$ cat config.mk
export PLATFORM = sky130hd
export DESIGN_NAME = cart_load_arbiter_flat
export DESIGN_NICKNAME = d
export VERILOG_FILES = /design/src/rtl/cart_load_arbiter_if.sv /design/src/rtl/cart_load_arbiter.sv /design/src/flat_wrapper.sv
export SDC_FILE = /design/constraint.sdc
export NUM_CORES = 1
export LEC_CHECK = 0
export BUFFER_PORTS_ARGS = -buffer_cell sky130_fd_sc_hd__buf_2
export CORE_ASPECT_RATIO = 2
export CORE_MARGIN = 8
export CORE_UTILIZATION = 49
export CTS_CLUSTER_SIZE = 30
export DETAILED_ROUTE_END_ITERATION = 10
export PLACE_DENSITY_LB_ADDON = 0.05
export RECOVER_POWER = 50
export SYNTH_ARGS = -nofsm -noshare
export SYNTH_HDL_FRONTEND = slang
export SYNTH_SLANG_ARGS = --single-unit
$ cat constraint.sdc
create_clock -name clk -period 9.4 [get_ports clk]
set_input_delay 0.94 -clock clk [delete_from_list [all_inputs] [get_ports clk]]
set_output_delay 0.94 -clock clk [all_outputs]
set_load 0.02 [all_outputs]
$ cat src/rtl/cart_load_arbiter_if.sv
// Upload stream, Z80 cartridge window and cartridge RAM port bundle.
// The design drives the slave side; the HPS/CPU/RAM environment is master.
interface cart_load_arbiter_if #(
  parameter int CART_AW = 14
);
  logic               download;
  logic               upload;
  logic [7:0]         upload_index;
  logic [24:0]        upload_addr;
  logic [7:0]         upload_data;
  logic [15:0]        cpu_addr;
  logic               cpu_rd;
  logic [7:0]         cpu_din;
  logic               cpu_ack;
  logic               cpu_wait;
  logic               cpu_reset_hold;
  logic [CART_AW-1:0] ram_addr;
  logic               ram_we;
  logic [7:0]         ram_wdata;
  logic [7:0]         ram_rdata;
  logic               cart_valid;
  logic [CART_AW:0]   cart_size;
  logic               overflow;

  modport slave (
    input  download, upload, upload_index,
    input  upload_addr, upload_data,
    input  cpu_addr, cpu_rd, ram_rdata,
    output cpu_din, cpu_ack, cpu_wait,
    output cpu_reset_hold,
    output ram_addr, ram_we, ram_wdata,
    output cart_valid, cart_size, overflow
  );

  modport master (
    output download, upload, upload_index,
    output upload_addr, upload_data,
    output cpu_addr, cpu_rd, ram_rdata,
    input  cpu_din, cpu_ack, cpu_wait,
    input  cpu_reset_hold,
    input  ram_addr, ram_we, ram_wdata,
    input  cart_valid, cart_size, overflow
  );
endinterface

$ cat src/rtl/cart_load_arbiter.sv
// Cartridge image loader: buffers HPS upload bytes into cart RAM and
// shares the single RAM port with Z80 reads of 0x2000-0x5FFF.
module cart_load_arbiter #(
  parameter int         CART_AW     = 14,
  parameter logic [7:0] CART_INDEX  = 8'd1,
  parameter int         HOLD_CYCLES = 16
) (
  input logic clk,
  input logic reset,
  cart_load_arbiter_if.slave bus
);
  localparam int CW = (HOLD_CYCLES > 1) ? $clog2(HOLD_CYCLES) : 1;

  localparam logic [2:0] IDLE = 3'd0;
  localparam logic [2:0] LOAD = 3'd1;
  localparam logic [2:0] HOLD = 3'd2;
  localparam logic [2:0] RD1  = 3'd3;
  localparam logic [2:0] RD2  = 3'd4;

  logic [2:0]         state;
  logic [CW-1:0]      cnt;
  logic               dl_q;
  logic [7:0]         din_q;
  logic               valid_q;
  logic [CART_AW:0]   size_q;
  logic               ovf_q;

  logic [CART_AW-1:0] f_addr [2];
  logic [7:0]         f_data [2];
  logic               wp;
  logic               rp;
  logic [1:0]         fill;

  logic               match;
  logic               in_range;
  logic               acc;
  logic               empty;
  logic               full;
  logic               pop;
  logic               push;
  logic               drop;
  logic               start;
  logic               hit;
  logic               grant;
  logic [CART_AW-1:0] rd_addr;
  logic [CART_AW:0]   wr_end;
  logic [CART_AW:0]   base_size;
  logic [CART_AW:0]   next_size;

  assign match    = bus.upload_index == CART_INDEX;
  assign in_range = bus.upload_addr[24:CART_AW] == '0;
  assign acc      = bus.upload & match & in_range;
  assign empty    = fill == 2'd0;
  assign full     = fill == 2'd2;
  assign pop      = !empty;
  assign push     = acc & (!full | pop);
  assign drop     = bus.upload & match
                  & (!in_range | (full & !pop));
  assign start    = bus.download & !dl_q & match;

  assign hit     = bus.cpu_addr >= 16'h2000
                && bus.cpu_addr < 16'h6000;
  assign rd_addr = CART_AW'(bus.cpu_addr - 16'h2000);

  // a read may only start once the write path is quiet
  assign grant = state == IDLE && !start && hit
              && bus.cpu_rd && empty
              && !(bus.download && match);

  assign wr_end = (CART_AW+1)'(bus.upload_addr[CART_AW-1:0])
                + (CART_AW+1)'(1);
  assign base_size = start ? '0 : size_q;
  assign next_size = (wr_end > base_size) ? wr_end : base_size;

  assign bus.ram_we    = !empty;
  assign bus.ram_wdata = empty ? 8'h00 : f_data[rp];
  assign bus.ram_addr  = !empty ? f_addr[rp]
                       : (grant || state == RD1) ? rd_addr
                       : '0;

  assign bus.cpu_din        = din_q;
  assign bus.cpu_ack        = state == RD2;
  assign bus.cpu_reset_hold = state == LOAD || state == HOLD;
  assign bus.cpu_wait       = !reset
    && (state == LOAD || state == HOLD
     || ((state == IDLE || state == RD1)
         && hit && bus.cpu_rd));

  assign bus.cart_valid = valid_q;
  assign bus.cart_size  = size_q;
  assign bus.overflow   = ovf_q;

  always_ff @(posedge clk) begin
    if (push) begin
      f_addr[wp] <= bus.upload_addr[CART_AW-1:0];
      f_data[wp] <= bus.upload_data;
    end
  end

  always_ff @(posedge clk) begin
    if (reset) begin
      wp   <= 1'b0;
      rp   <= 1'b0;
      fill <= 2'd0;
    end else begin
      if (push) wp <= ~wp;
      if (pop)  rp <= ~rp;
      fill <= fill + {1'b0, push} - {1'b0, pop};
    end
  end

  always_ff @(posedge clk) begin
    if (reset) begin
      state   <= IDLE;
      cnt     <= '0;
      dl_q    <= 1'b0;
      din_q   <= 8'h00;
      valid_q <= 1'b0;
      size_q  <= '0;
      ovf_q   <= 1'b0;
    end else begin
      dl_q <= bus.download;
      if (state == RD1) din_q <= bus.ram_rdata;
      if (start) ovf_q <= drop;
      else if (drop) ovf_q <= 1'b1;
      if (push) size_q <= next_size;
      else if (start) size_q <= '0;
      if (start) valid_q <= 1'b0;
      unique case (state)
        IDLE: begin
          if (start) state <= LOAD;
          else if (grant) state <= RD1;
        end
        LOAD: begin
          if (!bus.download && empty) begin
            state <= HOLD;
            cnt   <= CW'(HOLD_CYCLES - 1);
          end
        end
        HOLD: begin
          if (start) begin
            state <= LOAD;
          end else if (cnt == '0) begin
            state   <= IDLE;
            valid_q <= size_q != '0;
          end else begin
            cnt <= cnt - CW'(1);
          end
        end
        RD1: state <= RD2;
        RD2: state <= IDLE;
        default: state <= IDLE;
      endcase
    end
  end
endmodule
$ cat src/flat_wrapper.sv
// flat-port wrapper written by rule: the top's interface ports become plain ports
module cart_load_arbiter_flat 
#(
  parameter int         CART_AW     = 14,
  parameter logic [7:0] CART_INDEX  = 8'd1,
  parameter int         HOLD_CYCLES = 16
)
  (clk, reset, bus_download, bus_upload, bus_upload_index, bus_upload_addr, bus_upload_data, bus_cpu_addr, bus_cpu_rd, bus_ram_rdata, bus_cpu_din, bus_cpu_ack, bus_cpu_wait, bus_cpu_reset_hold, bus_ram_addr, bus_ram_we, bus_ram_wdata, bus_cart_valid, bus_cart_size, bus_overflow);
  cart_load_arbiter_if #(.CART_AW(CART_AW)) bus_i ();
  input logic clk;
  input logic reset;
  input wire logic [$bits(bus_i.download)-1:0] bus_download;
  input wire logic [$bits(bus_i.upload)-1:0] bus_upload;
  input wire logic [$bits(bus_i.upload_index)-1:0] bus_upload_index;
  input wire logic [$bits(bus_i.upload_addr)-1:0] bus_upload_addr;
  input wire logic [$bits(bus_i.upload_data)-1:0] bus_upload_data;
  input wire logic [$bits(bus_i.cpu_addr)-1:0] bus_cpu_addr;
  input wire logic [$bits(bus_i.cpu_rd)-1:0] bus_cpu_rd;
  input wire logic [$bits(bus_i.ram_rdata)-1:0] bus_ram_rdata;
  output wire logic [$bits(bus_i.cpu_din)-1:0] bus_cpu_din;
  output wire logic [$bits(bus_i.cpu_ack)-1:0] bus_cpu_ack;
  output wire logic [$bits(bus_i.cpu_wait)-1:0] bus_cpu_wait;
  output wire logic [$bits(bus_i.cpu_reset_hold)-1:0] bus_cpu_reset_hold;
  output wire logic [$bits(bus_i.ram_addr)-1:0] bus_ram_addr;
  output wire logic [$bits(bus_i.ram_we)-1:0] bus_ram_we;
  output wire logic [$bits(bus_i.ram_wdata)-1:0] bus_ram_wdata;
  output wire logic [$bits(bus_i.cart_valid)-1:0] bus_cart_valid;
  output wire logic [$bits(bus_i.cart_size)-1:0] bus_cart_size;
  output wire logic [$bits(bus_i.overflow)-1:0] bus_overflow;
  assign bus_i.download = bus_download;
  assign bus_i.upload = bus_upload;
  assign bus_i.upload_index = bus_upload_index;
  assign bus_i.upload_addr = bus_upload_addr;
  assign bus_i.upload_data = bus_upload_data;
  assign bus_i.cpu_addr = bus_cpu_addr;
  assign bus_i.cpu_rd = bus_cpu_rd;
  assign bus_i.ram_rdata = bus_ram_rdata;
  assign bus_cpu_din = bus_i.cpu_din;
  assign bus_cpu_ack = bus_i.cpu_ack;
  assign bus_cpu_wait = bus_i.cpu_wait;
  assign bus_cpu_reset_hold = bus_i.cpu_reset_hold;
  assign bus_ram_addr = bus_i.ram_addr;
  assign bus_ram_we = bus_i.ram_we;
  assign bus_ram_wdata = bus_i.ram_wdata;
  assign bus_cart_valid = bus_i.cart_valid;
  assign bus_cart_size = bus_i.cart_size;
  assign bus_overflow = bus_i.overflow;
  cart_load_arbiter #(.CART_AW(CART_AW), .CART_INDEX(CART_INDEX), .HOLD_CYCLES(HOLD_CYCLES)) u_core (.clk(clk), .reset(reset), .bus(bus_i));
endmodule
After elaboration in Yosys (flattened, before gate mapping)
Memory sizes are Yosys's and may differ from the RTL's. A register that Yosys moved wholly into a read port is not among the register bits.
Index checks and enable logic that the tools add are counted.
{ "op_classes": {"addsub": 5, "n_lt_le_gt_ge": 3, "n_eq_ne": 11, "n_mux": 28, "bitwise": 11, "n_reduce_logical": 32} }
{ "ops": {"columns": ["operator", "count"], "rows": [
  ["$mux W15", 3],
  ["$mux W14", 2],
  ["$ge A16 B14 Y1 const B", 1],
  ["$lt A16 B15 Y1 const B", 1],
  ["$add A14 B1 Y15 const B", 1],
  ["$gt A15 B15 Y1", 1],
  ["$mux W3", 5],
  ["$reduce_bool A15 Y1", 1],
  ["$sub A14 B14 Y14 const B", 1],
  ["$mux W1", 12],
  ["$mux W4", 3],
  ["$pmux W3 S4", 1],
  ["$logic_and A1 B1 Y1", 11],
  ["$logic_not A11 Y1", 1],
  ["$eq A8 B1 Y1 const B", 1],
  ["$logic_not A1 Y1", 8],
  ["$mux W8", 1],
  ["$pmux W4 S2", 1],
  ["$and A1 B1 Y1", 7],
  ["$eq A3 B2 Y1 const B", 2],
  ["$ne A2 B2 Y1 const B", 3],
  ["$logic_not A4 Y1", 1],
  ["$logic_or A1 B1 Y1", 4],
  ["$reduce_and A4 Y1", 1],
  ["other kinds (14)", 17]
]} }
{ "word_totals": {"register_bits": 37, "mem_bits_rw": 44, "inputBits": 70, "out_inout_bits": 51, "elab_cells": 102, "n_memories": 2} }
{ "memory_table": {"columns": ["name", "depth", "width", "read_ports", "rd_ports_with_merged_regs", "wr", "line_no", "text"], "rows": [
  ["u_core.f_addr", 2, 14, 1, 1, 1, "cart_load_arbiter.sv:28", "logic [CART_AW-1:0] f_addr [2];"],
  ["u_core.f_data", 2, 8, 1, 1, 1, "cart_load_arbiter.sv:29", "logic [7:0] f_data [2];"]
]} }

Logic depth before layout (Yosys ltp)
Gate-level depths: netlist of the first run.
{ "logic_depth": {"ltp_word": 12, "mapped_depth": 11, "ltp_nobuf": 10} }

Worst setup path before layout of the first run
No wires, ideal clock.
{ "synth_timing": {"path_kind": "input -> register", "start": "input port bus_upload_index[1]", "end": "register u_core.size_q[10] (netlist: u_core.bus.cart_size[10])", "setup_ns": 0.072, "arrival_ns": 3.655, "required_time_ns": 9.328, "slack_ns": 5.674, "cell_stages": 10, "n_path_buf": 2, "cell_sequence": "nor4b_2 > nand4b_1 > clkbuf_1 > nand2_1 > ha_1 > and3_1 > and4_1 > a2111oi_4 > buf_4 > mux2i_1"} }
{ "synth_via": {"elab_chain_len": 6, "elab_cells_between_ends": 9} }
{ "synth_rtl": {"columns": ["element", "line_no", "text"], "rows": [
  ["start, declared", "flat_wrapper.sv:14", "input wire logic [$bits(bus_i.upload_index)-1:0] bus_upload_index;"],
  ["$eq A8 B1 Y1 (*)", "cart_load_arbiter.sv:50", "assign match = bus.upload_index == CART_INDEX;"],
  ["$and A1 B1 Y1", "cart_load_arbiter.sv:59", "assign start = bus.download & !dl_q & match;"],
  ["$mux W15", "cart_load_arbiter.sv:72", "assign base_size = start ? '0 : size_q;"],
  ["$gt A15 B15 Y1", "cart_load_arbiter.sv:73", "assign next_size = (wr_end > base_size) ? wr_end : base_size;"],
  ["$mux W15", "cart_load_arbiter.sv:73", null],
  ["$mux W15 (*)", "cart_load_arbiter.sv:126", "if (push) size_q <= next_size;"],
  ["end signal, assigned", "cart_load_arbiter.sv:126", null],
  ["end, declared", "cart_load_arbiter.sv:25", "logic [CART_AW:0] size_q;"]
]} }
Mark *: on every way between the ends. The rest lies on a longest branch, timed or not.
A chain may end at the register's enable or synchronous reset.

Final worst setup path of the first run
{ "layout_timing": {"start": "input port bus_upload_index[1]", "end": "register u_core.size_q[2] (netlist: u_core.bus.cart_size[2])"} }
The elaborated chain is that of the path after synthesis.

==> results of run 1 <==
==> power by group <==
part | total, mW | internal (mW) | switching (mW) | leakage, nW
Clock | 0.339 | 0.211 | 0.128 | 0.144
Combinational | 0.0715 | 0.0296 | 0.0420 | 1.03
Sequential | 0.382 | 0.380 | 0.00207 | 0.702
Total | 0.792 | 0.620 | 0.172 | 1.88
==> cells in the mapped netlist (2+ instances only) <==
cell,number,area share [%]
nand2_1,69,6.3
edfxtp_1,44,32
dfxtp_1,38,18
mux2i_1,36,8.7
nor2_1,27,2.4
a21oi_1,20,2.4
ha_1,18,5.4
nand2b_1,17,2.6
clkbuf_1,14,1.3
o22ai_1,13,2.0
nand3_1,10,1.2
xnor2_1,10,2.1
nor3_1,9,1.1
nor4_1,9,1.4
inv_1,6,0.54
nand4_1,6,0.91
xor2_1,6,1.3
o21ai_0,4,0.48
or2_2,4,0.60
a21o_1,3,0.54
and2_1,3,0.45
nor2b_1,3,0.45
a311oi_1,2,0.42
a31o_2,2,0.42
and4_1,2,0.42
nor3b_1,2,0.36
or4_1,2,0.36
==> area by class of cell <==
type / count / area, um2
fillers: 770 / 3190
flip-flops and latches: 82 / 2080
multi-input cells: 297 / 1960
repair buffers: 123 / 567
clock buffers: 12 / 246
well taps: 98 / 123
clock inverters: 4 / 43.8
inverters: 7 / 26.3
==> flip-flops by register name (all words and copies together) (netlist names), named ones only <==
register and cells:
u_core.wp 1, u_core.cnt 4, u_core.bus.cpu_din 8, u_core.f_data 16
u_core.bus.cart_valid 1, u_core.dl_q 1, u_core.bus.cart_size 15, u_core.rp 1
u_core.bus.overflow 1, u_core.fill 2, u_core.f_addr 28, u_core.state 3
==> worst register-to-register path: cells and delay by family (launching register included) <==
family,cells,cell delay [ns]
buf+inv,1,0.33
simple gates,3,1.27
mux,1,0.24
compound gates,3,0.69
fa+ha+maj,1,0.17
flops,1,0.30
==> cell families after synthesis <==
logic type,count (synthesis)
AOI/OAI and AO/OA,56
xor gates and xnor gates,16
adders and majority gates,18
buffers and inverters,24
DFF,82
muxes,37
and+or+nand+nor,170
==> cell usage in the layout (no fill, tap or decap), types with 2 or more instances in the layout <==
cell,Yosys,final
clkbuf_1,14,47
nor3b_1,2,2
and2_1,3,3
a21oi_1,20,20
nand4_1,6,6
clkinv_2,0,2
or2_2,4,4
nand2_1,69,69
a21o_1,3,3
nor2_1,27,27
nor4_1,9,9
xor2_1,6,6
nand2b_1,17,17
o22ai_1,13,13
a31o_2,2,2
xnor2_1,10,10
nor2b_1,3,3
buf_4,1,3
or4_1,2,2
mux2i_1,36,36
a311oi_1,2,2
buf_2,0,75
inv_1,6,6
edfxtp_1,44,44
clkbuf_16,0,9
o21ai_0,4,4
and4_1,2,2
ha_1,18,18
dfxtp_1,38,38
nand3_1,10,10
nor3_1,9,8
==> per-layer routing <==
layer  share of wire (%)  GRT usage (%)  vias up
met5                   0              0        -
met4                 2.2           7.39        0
met3                 6.1           4.21       16
met2                  54           31.1      102
met1                  37           18.8     1581
li1                    -              -     1696
==> worst max path at each step <==
| stage | start | end | slack (ns) | cells past startpoint |
|---|---|---|---|---|
| 2_1_floorplan | bus_upload_index[1] | u_core.bus.cart_size[10]$_SDFF_PP0_ | 5.67 | 10 |
| 3_5_place_dp | bus_upload_index[1] | u_core.bus.cart_size[2]$_SDFF_PP0_ | 5.07 | 11 |
| 6_report | bus_upload_index[1] | u_core.bus.cart_size[2]$_SDFF_PP0_ | 4.98 | 11 |
| 4_1_cts | u_core.fill[1]$_SDFF_PP0_ | bus_ram_addr[13] | 5.17 | 7 |
| 3_3_place_gp | bus_upload_index[1] | u_core.bus.cart_size[11]$_SDFF_PP0_ | 5.22 | 11 |
| 5_1_grt | bus_upload_index[1] | u_core.bus.cart_size[1]$_SDFF_PP0_ | 4.67 | 11 |
==> metrics by stage <==
step                      power, mW  instances  setup slack [ns]  util, %
final                         0.792        623              4.98     61.3
after CTS                     0.801        623              5.17     62.0
after floorplan               0.430        403              5.67        -
after detailed placement      0.462        607              5.07     58.5
after global placement        0.460        607              5.22     58.5
after global routing          0.821        623              4.67     61.3
==> metrics.csv, run 1 <==
stage,metric,value,unit
setup_path,worst_r2r_endpoint,u_core.bus.cart_size[2]$_SDFF_PP0_,
setup_path,worstPathCellList,buf_2 > nor4b_1 > nand4b_1 > and2_1 > ha_1 > nand3b_1 > a21oi_1 > o2111ai_1 > a2111oi_4 > buf_4 > mux2i_1,
yosys,synth_simple_gate_area_share,20.2,%
timing,slew_headroom,-10.8,%
routing,drtAntennaViolNets,0,
floorplanning,core_area,0.00823,mm2
timing,tightest_slew,1.66,ns
routing,routed_via_density,5.45,
yosys,synth_nets,491,
final_layout,finalInstanceArea,0.00504,mm2
timing,timing.hold.ws,0.452,ns
yosys,synth_edf_count,44,
grt,grt_max_degree,40,
setup_path,end_kind,flop,
clock_network,clk_latency,0.33,ns
placed_design,placed_area,0.00482,mm2
routing,drt_iter0_markers,142,
timing,skew,0.00406,ns
yosys,syn_area,0.00414,mm2
grt,grt_usage,17.6,%
final_layout,layout.nets,608,
routing,drc,0,
clock_network,postCtsResizedCells,0,
timing,rsz0062_at_grt,false,
clock_network,postCtsHoldBufs,0,
setup_path,cp_max_fo,18,
yosys,yosys_warnings,0,
yosys,synth-compound-area-share,9.25,%
power,power_per_cell_area,157,mW/mm2
setup_path,arrival,4.68,ns
timing,finalCritPeriodShare,47.1,%
flow_run,max_cap_violations,1,
routing,firstDrtPassIters,7,
clock_network,h-tree-depth,3,
hold_path,hold_start,u_core.bus.cpu_din[7]$_SDFFE_PP0P_,
grt,antenna_found_initial,0,
setup_path,cp-start-kind,input pin,
floorplanning,die_h,146,um
routing,wl,10.1,mm
routing,num_vias,3395,
final_layout,area.growth.synth_to_final,21.8,%
floorplanning,rows,47,
yosys,synth_fa_ha_area_share,5.44,%
status,violations,"max-capacitance violations, max-slew violations",
grt,grt.overflow.total,0,
timing,hold_viol_final,0,
grt,grt_pass1_vias,3422,
floorplanning,io_pins,121,
yosys,syn-mean-instance-area,10.3,um2
setup_path,path_buf_inv,2,
timing,setup-tns-final,0,ns
final_layout,drive_gt1_share,19.8,%
yosys,synthMuxAreaShare,8.98,%
final_layout,antenna_cells,0,
yosys,ys.flop_type,edfxtp_1,
hold_path,worstHoldEndpoint,u_core.bus.cpu_din[7]$_SDFFE_PP0P_,
yosys,ys_async_sr_fraction,0,%
setup_path,rr_worst_depth,9,
timing,final_max_slew_viol_count,40,
yosys,ys_seq_area_share,50.3,%
placed_design,hpwl,7.77,mm
setup_path,reg2reg_from,u_core.dl_q$_SDFF_PP0_,
floorplanning,initial_core_util,50.3,%
yosys,synth_xor_area_share,3.38,%
hold_path,min_path_type,reg -> reg,
yosys,synth_top_family_by_area,simple AND/OR/NAND/NOR gates,
status,status,finished with violations,
floorplanning,dieArea,0.0118,mm2
clock_network,postCtsSetupRepairBufs,0,
clock_network,clkSlewWorstSetupHoldPaths,0.06,ns
timing,fin_crit,4.42,ns
grt,grt_pass1_wl,16.4,mm
clock_network,clock_sinks,82,
clock_network,cts_made_buffers,9,
clock_network,clockRootBuffer,clkbuf_16,
hold_path,min_delay_path_depth,2,
setup_path,crit_family,simple AND/OR/NAND/NOR gates,
setup_path,cpPeakStageDelay,0.84,ns
yosys,synth_seq_cells,82,
setup_path,worst_ep_required_time,9.66,ns
power,p_leak,1.88,nW
routing,wl_per_cell,16.3,um
placed_design,port_buffers,120,
clock_network,cts_buffer_depth,2,
clock_network,cts_tree,built,
power,peakVddDrop,0.0914,mV
floorplanning,die_w,81.0,um
timing,fmax,226,MHz
setup_path,crit_slowest_cell,nand4b_1,
setup_path,worstSetupPathType,in -> reg,
timing,finalSetupViolCount,0,
yosys,synth_cells,403,
yosys,synth_cell_type_count,51,
setup_path,rrSetupSlack,6.33,ns
placed_design,gp_congestion,0.858,
No activity file was read; power rests on OpenSTA's default activity.
==> run 2: changes to the inputs <==
Clock period 9.4 ns to 4.1 ns, I/O delays scaled along.
==> metrics.csv, run 2 (same netlist as run 1, synthesis figures left out) <==
stage,metric,value,unit
timing,hold_viol_final,0,
final_layout,layout_common_cells,"71 x buf_2, 69 x nand2_1, 50 x clkbuf_1",
grt,grt_max_degree,40,
timing,rsz0062_at_grt,false,
floorplanning,io_pins,121,
hold_path,worstHoldEndpoint,u_core.f_data[0][1]$_DFFE_PP_,
power,power_per_cell_area,369,mW/mm2
routing,routed_via_density,5.39,
routing,drt_iter0_markers,119,
final_layout,finish.utilization,61.7,%
status,status,finished with violations,
clock_network,clock_sinks,82,
placed_design,gp_congestion,0.864,
final_layout,antenna_cells,0,
setup_path,reg2reg_from,u_core.dl_q$_SDFF_PP0_,
setup_path,crit_family,compound AO/OA/AOI/OAI gates,
power,switchingPower,0.404,mW
timing,finalSetupViolCount,0,
setup_path,worstPathCellList,nor2_4 > buf_4 > inv_2 > or4_1 > a311o_1 > a21o_1 > o31ai_1 > buf_2,
timing,fmax,296,MHz
final_layout,layout_commonest_cell,buf_2,
clock_network,cts_buffer_depth,2,
routing,wl,10.2,mm
setup_path,worstSetupPathType,reg -> out,
setup_path,rrSetupSlack,1.45,ns
setup_path,cp_max_fo,35,
flow_run,max_cap_violations,1,
hold_path,min_path_type,in -> reg,
power,sw_frac_of_total,21.6,%
routing,drtAntennaViolNets,0,
setup_path,crit_slowest_cell,or4_1,
setup_path,arrival,2.97,ns
timing,finalCritPeriodShare,82.4,%
timing,setup-tns-final,0,ns
setup_path,path_buf_inv,3,
setup_path,rr_worst_depth,10,
final_layout,largest_reg_flops,28,
status,violations,"max-capacitance violations, max-slew violations",
clock_network,postCtsResizedCells,0,
setup_path,worst_ep_required_time,3.69,ns
grt,grt_pass1_vias,3428,
power,internal_power,1.47,mW
grt,antenna_found_initial,0,
setup_path,worst_r2r_endpoint,u_core.bus.cart_size[11]$_SDFF_PP0_,
clock_network,cts_made_buffers,9,
final_layout,top_register,u_core.f_addr,
floorplanning,die_h,146,um
timing,slew_headroom,-9.43,%
power,power_frac_seq,46.7,%
floorplanning,rows,47,
timing,tightest_slew,1.64,ns
placed_design,port_buffers,120,
timing,skew,0.00637,ns
clock_network,h-tree-depth,3,
routing,drc,0,
final_layout,layout.nets,610,
timing,final_max_slew_viol_count,40,
timing,fin_crit,3.38,ns
power,pwr-share-comb,8.7,%
floorplanning,initial_core_util,50.3,%
setup_path,cp-start-kind,flop,
power,clkPwrFrac,44.6,%
hold_path,hold_start,bus_upload_data[1],
setup_path,end_kind,output port,
final_layout,area.growth.synth_to_final,22.8,%
power,p_leak,1.88,nW
routing,wl_per_cell,16.3,um
clock_network,postCtsSetupRepairBufs,0,
floorplanning,dieArea,0.0118,mm2
power,peakVddDrop,0.248,mV
floorplanning,core_area,0.00823,mm2
clock_network,clockRootBuffer,clkbuf_16,
floorplanning,die_w,81.0,um
grt,grt_pass1_wl,16.3,mm
setup_path,cpPeakStageDelay,0.57,ns
hold_path,min_delay_path_depth,1,
placed_design,hpwl,7.77,mm
clock_network,clkSlewWorstSetupHoldPaths,0.06,ns
clock_network,cts_tree,built,
final_layout,fill_cells,746,
grt,grt_usage,17.5,%
clock_network,clk_latency,0.33,ns
routing,num_vias,3368,
clock_network,postCtsHoldBufs,0,
grt,grt.overflow.total,0,
final_layout,drive_gt1_share,19.7,%
routing,firstDrtPassIters,4,
-- run 2: per-layer routing --
metal  global-route usage [%]  share of wire, %  vias to the layer above
li1                         -                 -                     1702
met4                     7.66               2.4                        0
met5                        0                 0                        -
met3                     4.02               5.4                       19
met1                     19.0                39                     1567
met2                     30.7                53                       80
-- run 2: stage by stage --
stage / power, mW / cells / instance area (um2) / setup slack [ns] / hold slack (ns)
floorplan: 0.987 / 403 / 4140 / 0.904 / 0.461
global placement: 1.06 / 609 / 4830 / 0.853 / 0.440
detailed placement: 1.06 / 609 / 4830 / 0.728 / 0.443
CTS: 1.89 / 625 / 5150 / 0.654 / 0.261
global route: 1.94 / 625 / 5080 / 0.438 / 0.267
finish: 1.87 / 625 / 5080 / 0.720 / 0.271
-- run 2: power groups by stage --
stage | Combinational (mW) | Clock [mW] | Sequential [mW]
2_1_floorplan | 0.0941 | 0 | 0.893
3_3_place_gp | 0.164 | 0 | 0.892
3_5_place_dp | 0.166 | 0 | 0.892
4_1_cts | 0.168 | 0.852 | 0.875
5_1_grt | 0.184 | 0.886 | 0.875
6_report | 0.164 | 0.835 | 0.875
-- run 2: area by class of cell --
cell class / instances / area [um2] / area share (%)
clock buffer: 13 / 275 / 5.41
clock inverter: 3 / 45.0 / 0.886
inverter: 7 / 26.3 / 0.517
multi-input combinational: 297 / 1960 / 38.5
sequential: 82 / 2080 / 41.0
tap: 98 / 123 / 2.41
timing repair buffer: 125 / 577 / 11.3
-- run 2: worst max-delay path by stage --
stage                                          from                                   to  slack [ns]  cells past startpoint
after floorplan                 bus_upload_index[1]  u_core.bus.cart_size[10]$_SDFF_PP0_        0.90                     10
after global placement           bus_upload_addr[0]   u_core.bus.cart_size[3]$_SDFF_PP0_        0.85                     12
after detailed placement        bus_upload_index[1]  u_core.bus.cart_size[11]$_SDFF_PP0_        0.73                     12
after CTS                 u_core.fill[1]$_SDFF_PP0_                     bus_ram_addr[13]        0.65                      8
after global routing            bus_upload_index[1]  u_core.bus.cart_size[11]$_SDFF_PP0_        0.44                     12
final                     u_core.fill[1]$_SDFF_PP0_                     bus_ram_addr[13]        0.72                      8
